<file path="src/rtl/m68k_uart_pkg.sv">
// Shared constants and state types for the 68000-bus UART: register map,
// STATUS/CTRL bit positions and the FSM encodings of the bus and bit engines.
package m68k_uart_pkg;

  localparam logic [1:0] REG_DATA = 2'd0;
  localparam logic [1:0] REG_STAT = 2'd1;
  localparam logic [1:0] REG_DIVL = 2'd2;
  localparam logic [1:0] REG_DIVH = 2'd3;

  // STATUS read bits; CTRL_CLR_ERR is write-only
  localparam int STAT_RX_VALID = 0;
  localparam int STAT_TX_BUSY  = 1;
  localparam int STAT_OVERRUN  = 2;
  localparam int STAT_FERR     = 3;
  localparam int STAT_RX_IE    = 4;
  localparam int CTRL_CLR_ERR  = 5;

  typedef enum logic [1:0] {
    BUS_IDLE   = 2'd0,
    BUS_ACCESS = 2'd1,
    BUS_ACK    = 2'd2
  } bus_state_t;

  typedef enum logic [1:0] {
    TX_IDLE  = 2'd0,
    TX_START = 2'd1,
    TX_DATA  = 2'd2,
    TX_STOP  = 2'd3
  } tx_state_t;

  typedef enum logic [1:0] {
    RX_IDLE  = 2'd0,
    RX_START = 2'd1,
    RX_DATA  = 2'd2,
    RX_STOP  = 2'd3
  } rx_state_t;

endpackage

</file>
<file path="src/rtl/m68k_uart_bit_engine.sv">
// 8N1 transmit and receive shifters with their bit timers. Each bit latches
// the (clamped) divisor at its start, so divisor writes apply at bit boundaries.
module uart_bit_engine
  import m68k_uart_pkg::*;
#(
  parameter int DIV_W = 16
) (
  input  logic             clk16,
  input  logic             reset,
  input  logic [DIV_W-1:0] divisor,
  input  logic             tx_start,
  input  logic [7:0]       tx_byte,
  input  logic             rxd,
  output logic             txd,
  output logic             tx_busy,
  output logic             rx_done,
  output logic [7:0]       rx_byte,
  output logic             rx_ferr
);

  logic [DIV_W-1:0] bit_len;
  assign bit_len = (divisor < DIV_W'(2)) ? DIV_W'(2) : divisor;

  tx_state_t        tx_state, tx_state_d;
  logic [DIV_W-1:0] tx_cnt, tx_cnt_d, tx_len, tx_len_d;
  logic [7:0]       tx_sh, tx_sh_d;
  logic [2:0]       tx_idx, tx_idx_d;
  logic             txd_d, tx_bit_end;

  assign tx_bit_end = (tx_cnt == tx_len - 1'b1);
  assign tx_busy    = (tx_state != TX_IDLE);

  always_comb begin
    tx_state_d = tx_state;
    tx_cnt_d   = tx_cnt + 1'b1;
    tx_len_d   = tx_len;
    tx_sh_d    = tx_sh;
    tx_idx_d   = tx_idx;
    txd_d      = txd;
    case (tx_state)
      TX_IDLE: begin
        tx_cnt_d = '0;
        if (tx_start) begin
          tx_state_d = TX_START;
          tx_sh_d    = tx_byte;
          tx_len_d   = bit_len;
          txd_d      = 1'b0;
        end
      end
      TX_START: begin
        if (tx_bit_end) begin
          tx_state_d = TX_DATA;
          tx_cnt_d   = '0;
          tx_len_d   = bit_len;
          tx_idx_d   = 3'd0;
          txd_d      = tx_sh[0];
        end
      end
      TX_DATA: begin
        if (tx_bit_end) begin
          tx_cnt_d = '0;
          tx_len_d = bit_len;
          if (tx_idx == 3'd7) begin
            tx_state_d = TX_STOP;
            txd_d      = 1'b1;
          end else begin
            tx_idx_d = tx_idx + 3'd1;
            tx_sh_d  = tx_sh >> 1;
            txd_d    = tx_sh[1];
          end
        end
      end
      TX_STOP: begin
        if (tx_bit_end) begin
          tx_state_d = TX_IDLE;
          tx_cnt_d   = '0;
        end
      end
      default: tx_state_d = TX_IDLE;
    endcase
  end

  always_ff @(posedge clk16) begin
    if (reset) begin
      tx_state <= TX_IDLE;
      tx_cnt   <= '0;
      tx_len   <= DIV_W'(2);
      tx_sh    <= '0;
      tx_idx   <= '0;
      txd      <= 1'b1;
    end else begin
      tx_state <= tx_state_d;
      tx_cnt   <= tx_cnt_d;
      tx_len   <= tx_len_d;
      tx_sh    <= tx_sh_d;
      tx_idx   <= tx_idx_d;
      txd      <= txd_d;
    end
  end

  // rx_s1/rx_s2 synchronise; rx_s3 holds the previous synchronised level for edge detect
  logic             rx_s1, rx_s2, rx_s3;
  rx_state_t        rx_state, rx_state_d;
  logic [DIV_W-1:0] rx_cnt, rx_cnt_d, rx_len, rx_len_d;
  logic [7:0]       rx_sh, rx_sh_d, rx_byte_d;
  logic [2:0]       rx_idx, rx_idx_d;
  logic             rx_done_d, rx_ferr_d;

  always_comb begin
    rx_state_d = rx_state;
    rx_cnt_d   = rx_cnt + 1'b1;
    rx_len_d   = rx_len;
    rx_sh_d    = rx_sh;
    rx_idx_d   = rx_idx;
    rx_done_d  = 1'b0;
    rx_byte_d  = rx_byte;
    rx_ferr_d  = rx_ferr;
    case (rx_state)
      RX_IDLE: begin
        rx_cnt_d = '0;
        if (rx_s3 && !rx_s2) begin
          rx_state_d = RX_START;
          rx_len_d   = bit_len;
        end
      end
      RX_START: begin
        if (rx_cnt == (rx_len >> 1) - 1'b1) begin
          rx_cnt_d = '0;
          if (rx_s2) begin
            rx_state_d = RX_IDLE;
          end else begin
            rx_state_d = RX_DATA;
            rx_len_d   = bit_len;
            rx_idx_d   = 3'd0;
          end
        end
      end
      RX_DATA: begin
        if (rx_cnt == rx_len - 1'b1) begin
          rx_cnt_d = '0;
          rx_len_d = bit_len;
          rx_sh_d  = {rx_s2, rx_sh[7:1]};
          if (rx_idx == 3'd7) rx_state_d = RX_STOP;
          else                rx_idx_d   = rx_idx + 3'd1;
        end
      end
      RX_STOP: begin
        if (rx_cnt == rx_len - 1'b1) begin
          rx_cnt_d   = '0;
          rx_state_d = RX_IDLE;
          rx_done_d  = 1'b1;
          rx_byte_d  = rx_sh;
          rx_ferr_d  = !rx_s2;
        end
      end
      default: rx_state_d = RX_IDLE;
    endcase
  end

  always_ff @(posedge clk16) begin
    if (reset) begin
      rx_s1    <= 1'b1;
      rx_s2    <= 1'b1;
      rx_s3    <= 1'b1;
      rx_state <= RX_IDLE;
      rx_cnt   <= '0;
      rx_len   <= DIV_W'(2);
      rx_sh    <= '0;
      rx_idx   <= '0;
      rx_done  <= 1'b0;
      rx_byte  <= '0;
      rx_ferr  <= 1'b0;
    end else begin
      rx_s1    <= rxd;
      rx_s2    <= rx_s1;
      rx_s3    <= rx_s2;
      rx_state <= rx_state_d;
      rx_cnt   <= rx_cnt_d;
      rx_len   <= rx_len_d;
      rx_sh    <= rx_sh_d;
      rx_idx   <= rx_idx_d;
      rx_done  <= rx_done_d;
      rx_byte  <= rx_byte_d;
      rx_ferr  <= rx_ferr_d;
    end
  end

endmodule

</file>
<file path="src/rtl/m68k_uart.sv">
// Memory-mapped UART on the 68000 bus: bus handshake FSM with its own dtack_n,
// DATA/STATUS/DIV registers, RX buffer bookkeeping and the RX interrupt.
module m68k_uart
  import m68k_uart_pkg::*;
#(
  parameter int BAUD_DIV_RESET = 139,
  parameter int DIV_W          = 16
) (
  input  logic       clk16,
  input  logic       reset,
  input  logic       sel_n,
  input  logic       as_n,
  input  logic       lds_n,
  input  logic       rw,
  input  logic [1:0] addr,
  input  logic [7:0] data_in,
  output logic [7:0] data_out,
  output logic       data_oe,
  output logic       dtack_n,
  input  logic       rxd,
  output logic       txd,
  output logic       irq_n
);

  // Bus handshake: a qualified strobe moves IDLE->ACCESS (the single cycle that
  // carries the register side-effect), then ACK holds dtack_n low until lds_n rises.
  bus_state_t       bus_state, bus_state_d;
  logic [DIV_W-1:0] divisor;
  logic [7:0]       rx_buf, status, rd_mux;
  logic             rx_valid, overrun, ferr, rx_ie;
  logic             access, wr, data_rd, tx_start;
  logic             tx_busy, rx_done, rx_ferr;
  logic [7:0]       rx_byte;

  always_comb begin
    bus_state_d = bus_state;
    case (bus_state)
      BUS_IDLE:   if (!sel_n && !as_n && !lds_n) bus_state_d = BUS_ACCESS;
      BUS_ACCESS: bus_state_d = lds_n ? BUS_IDLE : BUS_ACK;
      BUS_ACK:    if (lds_n) bus_state_d = BUS_IDLE;
      default:    bus_state_d = BUS_IDLE;
    endcase
    if (as_n) bus_state_d = BUS_IDLE;
  end

  assign access   = (bus_state == BUS_ACCESS) && !as_n;
  assign wr       = access && !rw;
  assign data_rd  = access && rw && (addr == REG_DATA);
  assign tx_start = wr && (addr == REG_DATA) && !tx_busy;

  always_comb begin
    status                = 8'h00;
    status[STAT_RX_VALID] = rx_valid;
    status[STAT_TX_BUSY]  = tx_busy;
    status[STAT_OVERRUN]  = overrun;
    status[STAT_FERR]     = ferr;
    status[STAT_RX_IE]    = rx_ie;
    case (addr)
      REG_DATA: rd_mux = rx_buf;
      REG_STAT: rd_mux = status;
      REG_DIVL: rd_mux = divisor[7:0];
      default:  rd_mux = 8'(divisor >> 8);
    endcase
  end

  always_ff @(posedge clk16) begin
    if (reset) begin
      bus_state <= BUS_IDLE;
      dtack_n   <= 1'b1;
      data_oe   <= 1'b0;
      data_out  <= 8'h00;
      divisor   <= DIV_W'(BAUD_DIV_RESET);
      rx_buf    <= 8'h00;
      rx_valid  <= 1'b0;
      overrun   <= 1'b0;
      ferr      <= 1'b0;
      rx_ie     <= 1'b0;
      irq_n     <= 1'b1;
    end else begin
      bus_state <= bus_state_d;
      dtack_n   <= (bus_state_d != BUS_ACK);
      if (bus_state_d != BUS_ACK)     data_oe <= 1'b0;
      else if (bus_state == BUS_ACCESS) data_oe <= rw;
      if (access) data_out <= rd_mux;

      if (wr && addr == REG_DIVL) divisor[7:0]       <= data_in;
      if (wr && addr == REG_DIVH) divisor[DIV_W-1:8] <= data_in[DIV_W-9:0];
      if (wr && addr == REG_STAT) begin
        rx_ie <= data_in[STAT_RX_IE];
        if (data_in[CTRL_CLR_ERR]) begin
          ferr    <= 1'b0;
          overrun <= 1'b0;
        end
      end

      // A DATA read coinciding with completion returns the old byte and is not an overrun
      if (rx_done) begin
        rx_buf   <= rx_byte;
        rx_valid <= 1'b1;
        if (rx_ferr) ferr <= 1'b1;
        if (rx_valid && !data_rd) overrun <= 1'b1;
      end else if (data_rd) begin
        rx_valid <= 1'b0;
      end

      irq_n <= !(rx_valid && rx_ie);
    end
  end

  uart_bit_engine #(.DIV_W(DIV_W)) u_engine (
    .clk16    (clk16),
    .reset    (reset),
    .divisor  (divisor),
    .tx_start (tx_start),
    .tx_byte  (data_in),
    .rxd      (rxd),
    .txd      (txd),
    .tx_busy  (tx_busy),
    .rx_done  (rx_done),
    .rx_byte  (rx_byte),
    .rx_ferr  (rx_ferr)
  );

endmodule

</file>
<file path="config.mk">
export PLATFORM = sky130hd
export DESIGN_NAME = m68k_uart
export DESIGN_NICKNAME = d
export VERILOG_FILES = /design/src/rtl/m68k_uart_pkg.sv /design/src/rtl/m68k_uart_bit_engine.sv /design/src/rtl/m68k_uart.sv
export SDC_FILE = /design/constraint.sdc
export NUM_CORES = 1
export LEC_CHECK = 0
export BUFFER_PORTS_ARGS = -buffer_cell sky130_fd_sc_hd__buf_2
export CAP_MARGIN = 20
export CORE_ASPECT_RATIO = 1.1
export CORE_MARGIN = 1.5
export CORE_UTILIZATION = 40
export CTS_CLUSTER_SIZE = 25
export DETAILED_ROUTE_END_ITERATION = 8
export SLEW_MARGIN = 10
export SYNTH_ARGS = -nofsm -noshare
export SYNTH_HDL_FRONTEND = slang
export SYNTH_SLANG_ARGS = --single-unit
export TNS_END_PERCENT = 30
</file>
<file path="constraint.sdc">
create_clock -name clk16 -period 6.35 [get_ports clk16]
set_input_delay 1.27 -clock clk16 [delete_from_list [all_inputs] [get_ports clk16]]
set_output_delay 1.27 -clock clk16 [all_outputs]
set_load 0.1 [all_outputs]
</file>
==> results of run 1 <==
==> layout make-up <==
type                    instances  share of cell area (%)
inverters                      22                   0.963
clock inverters                15                    2.23
well taps                     247                    3.60
repair buffers                 33                    2.04
flip-flops and latches        145                    33.8
clock buffers                  17                    4.96
multi-input cells             656                    52.4
==> cells in the mapped netlist (all sizes together), types with 5 or more instances <==
cell type,instances
dfxtp,145
nand2,95
nor2,94
mux2i,78
clkbuf,49
xnor2,43
xor2,43
nand3,34
nor3,32
a21oi,21
inv,21
nand4,19
o21ai,18
nor4,15
ha,13
and3,12
a31oi,10
buf,10
mux2,10
nor3b,7
and4,6
or2,6
or3,6
mux4,5
nand2b,5
nor2b,5
o2111ai,5
o211ai,5
or4,5
==> critical path, cell delays in order (launching register included) <==
cell and delay (ns):
dfxtp_1 0.39, inv_1 0.11, ha_1 0.30, nor4b_2 0.46, a31oi_1 0.14, or4b_1 0.54
a211oi_2 0.59, nand4_1 0.71, mux2i_1 0.36, nor2_1 0.06
==> routing by layer <==
| layer | share of wire [%] | global-route usage, % | vias up |
|---|---|---|---|
| li1 | - | - | 3112 |
| met2 | 47 | 29.7 | 89 |
| met5 | 0 | 0 | - |
| met1 | 49 | 25.1 | 2892 |
| met4 | 1.6 | 6.51 | 0 |
| met3 | 2.5 | 2.79 | 22 |
==> power groups by stage <==
stage | Sequential (mW) | Clock (mW) | Combinational [mW]
after floorplan | 0.998 | 0 | 0.239
after detailed placement | 0.994 | 0 | 0.318
after global placement | 0.994 | 0 | 0.316
final | 0.974 | 1.02 | 0.323
after global routing | 0.978 | 1.09 | 0.357
after CTS | 0.974 | 1.04 | 0.321
==> stage by stage <==
stage                     setup slack [ns]  instances  utilization [%]  total power, mW
final                                 2.57       1135             45.1             2.32
after global routing                  2.24       1135             45.1             2.42
after CTS                             2.52       1134             45.1             2.34
after detailed placement              2.10       1102             41.8             1.31
after global placement                2.24       1102             41.8             1.31
after floorplan                       2.77        882                -             1.24
==> cells by family after synthesis <==
kind of cell	Yosys count	synth area share (%)
XOR/XNOR	87	10.0
AO/OA/AOI/OAI	101	9.45
buffers and inverters	81	4.31
flip-flops	145	37.6
adder cells (fa/ha/maj)	13	2.10
multiplexers	93	13.0
AND/OR/NAND/NOR	362	23.5
==> flip-flops by register name, summed over array words and instances (netlist names), 2 cells and up, named ones only <==
| register | cells |
|---|---|
| u_engine.tx_sh | 8 |
| divisor | 16 |
| u_engine.tx_cnt | 16 |
| u_engine.rx_len | 16 |
| u_engine.tx_len | 16 |
| u_engine.tx_state | 2 |
| u_engine.tx_idx | 3 |
| bus_state | 2 |
| rx_buf | 8 |
| u_engine.rx_byte | 8 |
| data_out | 8 |
| u_engine.rx_idx | 3 |
| u_engine.rx_sh | 8 |
| u_engine.rx_cnt | 16 |
==> cells in the final DEF (no fill, tap or decap), drive strengths merged, types with 5 or more instances in the layout <==
cell type | netlist | routed
nand2b | 5 | 5
mux4 | 5 | 5
dfxtp | 145 | 145
a21oi | 21 | 21
nor3 | 32 | 32
nand3 | 34 | 34
or2 | 6 | 6
xor2 | 43 | 43
inv | 21 | 27
nor3b | 7 | 7
nor2 | 94 | 94
mux2 | 10 | 10
clkinv | 1 | 6
or3 | 6 | 6
mux2i | 78 | 78
or4 | 5 | 5
nand2 | 95 | 95
o21ai | 18 | 18
xnor2 | 43 | 43
clkbuf | 49 | 18
and4 | 6 | 6
ha | 13 | 13
o2111ai | 5 | 5
buf | 10 | 32
nor2b | 5 | 5
o211ai | 5 | 5
nand4 | 19 | 19
nor4 | 15 | 15
a31oi | 10 | 10
and3 | 12 | 12
==> path summary, 6_finish.rpt <==
check	endpoint	slack, ns
setup / recovery	u_engine.rx_byte[5]$_SDFFE_PP0P_	2.57
hold / removal	u_engine.rx_s2$_SDFF_PP1_	0.42
hold reg to reg	u_engine.rx_s2$_SDFF_PP1_	0.42
setup reg to reg	u_engine.rx_byte[5]$_SDFFE_PP0P_	2.57
==> flow_summary.ini, run 1 <==
[logic_synthesis]
synth.net_count = 912
yosysWarnings = 0
synthCells = 882
synth_area_mm2 = 0.00773
synth_top_area_cell = dfxtp_1
netlist.area_leader.share_pct = 37.6
ys_ff_latch = 145
avgSynthCellArea_um2 = 8.76
ys_seq_area_share_pct = 37.6
synth_edf_count = 0
postSynth.asyncResetShare_pct = 0
synthTopCellsByArea = dfxtp_1 (38%), mux2i_1 (10%), xnor2_1 (4.9%), xor2_1 (4.9%), nand2_1 (4.6%)
synthFlopType = dfxtp_1
synth_cell_types = 73

[place]
dp_hpwl_mm = 12.7
portBuffers = 28
place.gp.congestion = 0.817
dpl_cell_area_mm2 = 0.00796

[global_route]
grt_pass1_wl_mm = 29.8
grt_max_degree = 74
antenna_found_initial = 0
overflow = 0
first_global_vias = 5729
grt_usage_pct = 18.4

[detailed_routing]
ant_nets = 0
drc = 0
drt_iter0_markers = 332
firstDrtPassIters = 4
dr_total_vias = 6115
avgViaCountPerCell = 5.39
wl_per_cell_um = 15.8
routed_wl_mm = 18.0

[final_layout]
area_growth_pct = 11.0
finalInstanceArea_mm2 = 0.00858
nNetsFinal = 905
num-fill-cells = 1856
final-seq-area_mm2 = 0.00290
drive_gt1_share_pct = 10.8
multi_input_area_mm2 = 0.00449
n_antenna_cell = 0

[setup_path]
r2r-start = u_engine.rx_len[1]$_SDFFE_PP1P_
crit_type = reg -> reg
cp-start-kind = register
startpoint = u_engine.rx_len[1]$_SDFFE_PP1P_
cp_data_required_time_ns = 6.63
critPathArrivalTime_ns = 4.07
reg2reg_depth = 9
end_kind = register
crit_fanout = 9

[floorplan]
core_area_mm2 = 0.0190
die_w_um = 136
pin_count = 29
num_rows = 53
die_area_mm2 = 0.0202
die_height_um = 149
initial_core_util_pct = 40.6

[timing]
rsz0062_at_grt = false
worst_pin_slew_ns = 0.979
hold_ws_ns = 0.415
finalCriticalPeriod_ns = 3.78
setup_viol = 0
final_max_slew_viol_count = 0
post-route-period-util_pct = 59.6
fmax_ghz = 0.264
fin_skew_ns = 0.0106
timing_hold_violations_final = 0
fin_tns_setup_ns = 0
slew_headroom_pct = 34.7

[clocking]
numCtsBuffers = 17
cts_tree = yes
cts_resized = 0
cts-root-buf = clkbuf_16
htreeDepth = 4
cts_max_path_buffers = 2
clk_pin_slew_worst_paths_ns = 0.07
post_cts_buffers = 0
cts_sinks = 145
clk_latency_ns = 0.42
ctsHoldBuffers = 0

[power_and_ir_drop]
clkPwrFrac_pct = 44.0
ir_drop_mv = 0.199
p_int_mw = 1.62
pwr-share-comb_pct = 13.9
p_seq_share_pct = 42.0
power_density_mw_per_mm2 = 270
switching_power_uw = 698
leakage_nw = 3.38
switching_share_pct = 30.1

[min_path]
hp-class = reg -> reg
hold_path_depth = 1
min-delay-start = u_engine.rx_s1$_SDFF_PP1_

[status]
outcome = finished, final reports clean

[job]
max_cap_violations = 0
Power figures use the tool's default switching activity.
==> run 2, diff against run 1 <==
- clock period: 6.35 -> 3.6 ns (I/O delays scaled with it)
==> flow_summary.ini, run 2 (same netlist as run 1, synthesis figures left out) <==
[status]
outcome = finished, final reports clean

[min_path]
hp-class = reg -> reg

[job]
max_cap_violations = 0

[clocking]
cts_sinks = 145
cts_tree = yes
post_cts_buffers = 0
numCtsBuffers = 17
cts_resized = 0
clk_latency_ns = 0.42
cts_max_path_buffers = 2
htreeDepth = 4
clk_pin_slew_worst_paths_ns = 0.07
cts-root-buf = clkbuf_16
ctsHoldBuffers = 0

[timing]
timing_hold_violations_final = 0
fin_skew_ns = 0.0129
fin_tns_setup_ns = 0
fmax_ghz = 0.313
rsz0062_at_grt = false
final_max_slew_viol_count = 0
finalCriticalPeriod_ns = 3.19
post-route-period-util_pct = 88.7
worst_pin_slew_ns = 0.733
setup_viol = 0
slew_headroom_pct = 50.9

[floorplan]
pin_count = 29
initial_core_util_pct = 40.6
die_height_um = 149
core_area_mm2 = 0.0190
die_w_um = 136
die_area_mm2 = 0.0202
num_rows = 53

[final_layout]
n_antenna_cell = 0
final_cell_mix = dfxtp_1 (145), nand2_1 (95), nor2_1 (94)
nNetsFinal = 918
drive_gt1_share_pct = 12.1
layout_commonest_cell = dfxtp_1
instances_no_fill = 1148
area_growth_pct = 12.2

[detailed_routing]
routed_wl_mm = 17.9
avgViaCountPerCell = 5.36
firstDrtPassIters = 5
wl_met2_mm = 8.34
wl_per_cell_um = 15.6
drc = 0
wl_met3_um = 339
wirelength_met1_mm = 8.95
top_layer_used = met4
ant_nets = 0
drt_iter0_markers = 347
dr_total_vias = 6148

[global_route]
first_global_vias = 5905
grt_pass1_wl_mm = 29.8
antenna_found_initial = 0
overflow = 0
grt_max_degree = 67
grt_usage_pct = 18.6

[setup_path]
cp_data_required_time_ns = 3.93
critPathArrivalTime_ns = 3.53
path_common_cell = buf_4
cp_slowest_cell = nor3b_2
end_kind = register
critical_path.cell_chain = inv_1 > ha_1 > nor3b_2 > and3_1 > o2111ai_1 > nor4_1 > buf_4 > o211ai_1 > a21oi_1 > buf_4 > mux2i_1
max_stage_delay_ns = 0.49
crit_fanout = 13
cp-start-kind = register
cp_top_family = simple AND/OR/NAND/NOR gates
crit_type = reg -> reg
cp_num_buf_inv = 3

[place]
portBuffers = 28
dp_cells = 1116
place.gp.congestion = 0.843
dp_hpwl_mm = 12.8

[power_and_ir_drop]
ir_drop_mv = 0.344
leakage_nw = 3.45
power_density_mw_per_mm2 = 474
==> run 2: cell count changes in the layout (fill, tap and decap cells not counted), sizes merged <==
cell,delta
clkinv,-2
clkinvlp,-2
clkbuf,-1
buf,+14
inv,+4
==> run 2: report_power, final <==
group / internal [mW] / total [mW] / switching [mW] / leakage, nW
clock network: 1.00 / 1.80 / 0.803 / 0.296
logic: 0.220 / 0.589 / 0.370 / 1.99
registers: 1.65 / 1.71 / 0.0589 / 1.17
total: 2.88 / 4.11 / 1.23 / 3.45
==> run 2: metrics by stage <==
step	hold WS (ns)	total power, mW	setup slack [ns]	util, %	instance area [µm²]
3_5_place_dp	0.398	2.34	0.469	42.4	8060
2_1_floorplan	0.374	2.18	0.571	-	7730
3_3_place_gp	0.406	2.33	0.531	42.4	8060
4_1_cts	0.420	4.15	0.405	45.6	8670
6_report	0.418	4.11	0.405	45.6	8670
5_1_grt	0.434	4.28	0.0986	45.6	8670
==> run 2: routing by layer <==
layer  vias up  track usage, %
met5         -               0
met4         0            5.81
met3        19            3.74
met2        70            29.9
met1      2929            25.1
li1       3130               -
==> run 2: worst paths after layout <==
path | from | endpoint | slack, ns | depth (start not counted)
worst max-delay path | u_engine.tx_len[0]$_SDFFE_PP0P_ | u_engine.tx_len[6]$_SDFFE_PP0P_ | 0.41 | 11
worst min-delay path | rx_ie$_SDFFE_PP0P_ | irq_n$_SDFF_PP1_ | 0.42 | 1
worst max register to register | u_engine.tx_len[0]$_SDFFE_PP0P_ | u_engine.tx_len[6]$_SDFFE_PP0P_ | 0.41 | 11
worst min register to register | rx_ie$_SDFFE_PP0P_ | irq_n$_SDFF_PP1_ | 0.42 | 1
==> run 2: area by class of cell <==
| cell class | count | area, µm² |
|---|---|---|
| repair buffers | 46 | 275 |
| inverters | 22 | 82.6 |
| well taps | 247 | 309 |
| fillers | 1844 | 10400 |
| flip-flops and latches | 145 | 2900 |
| multi-input cells | 656 | 4490 |
| clock buffers | 17 | 425 |
| clock inverters | 15 | 184 |
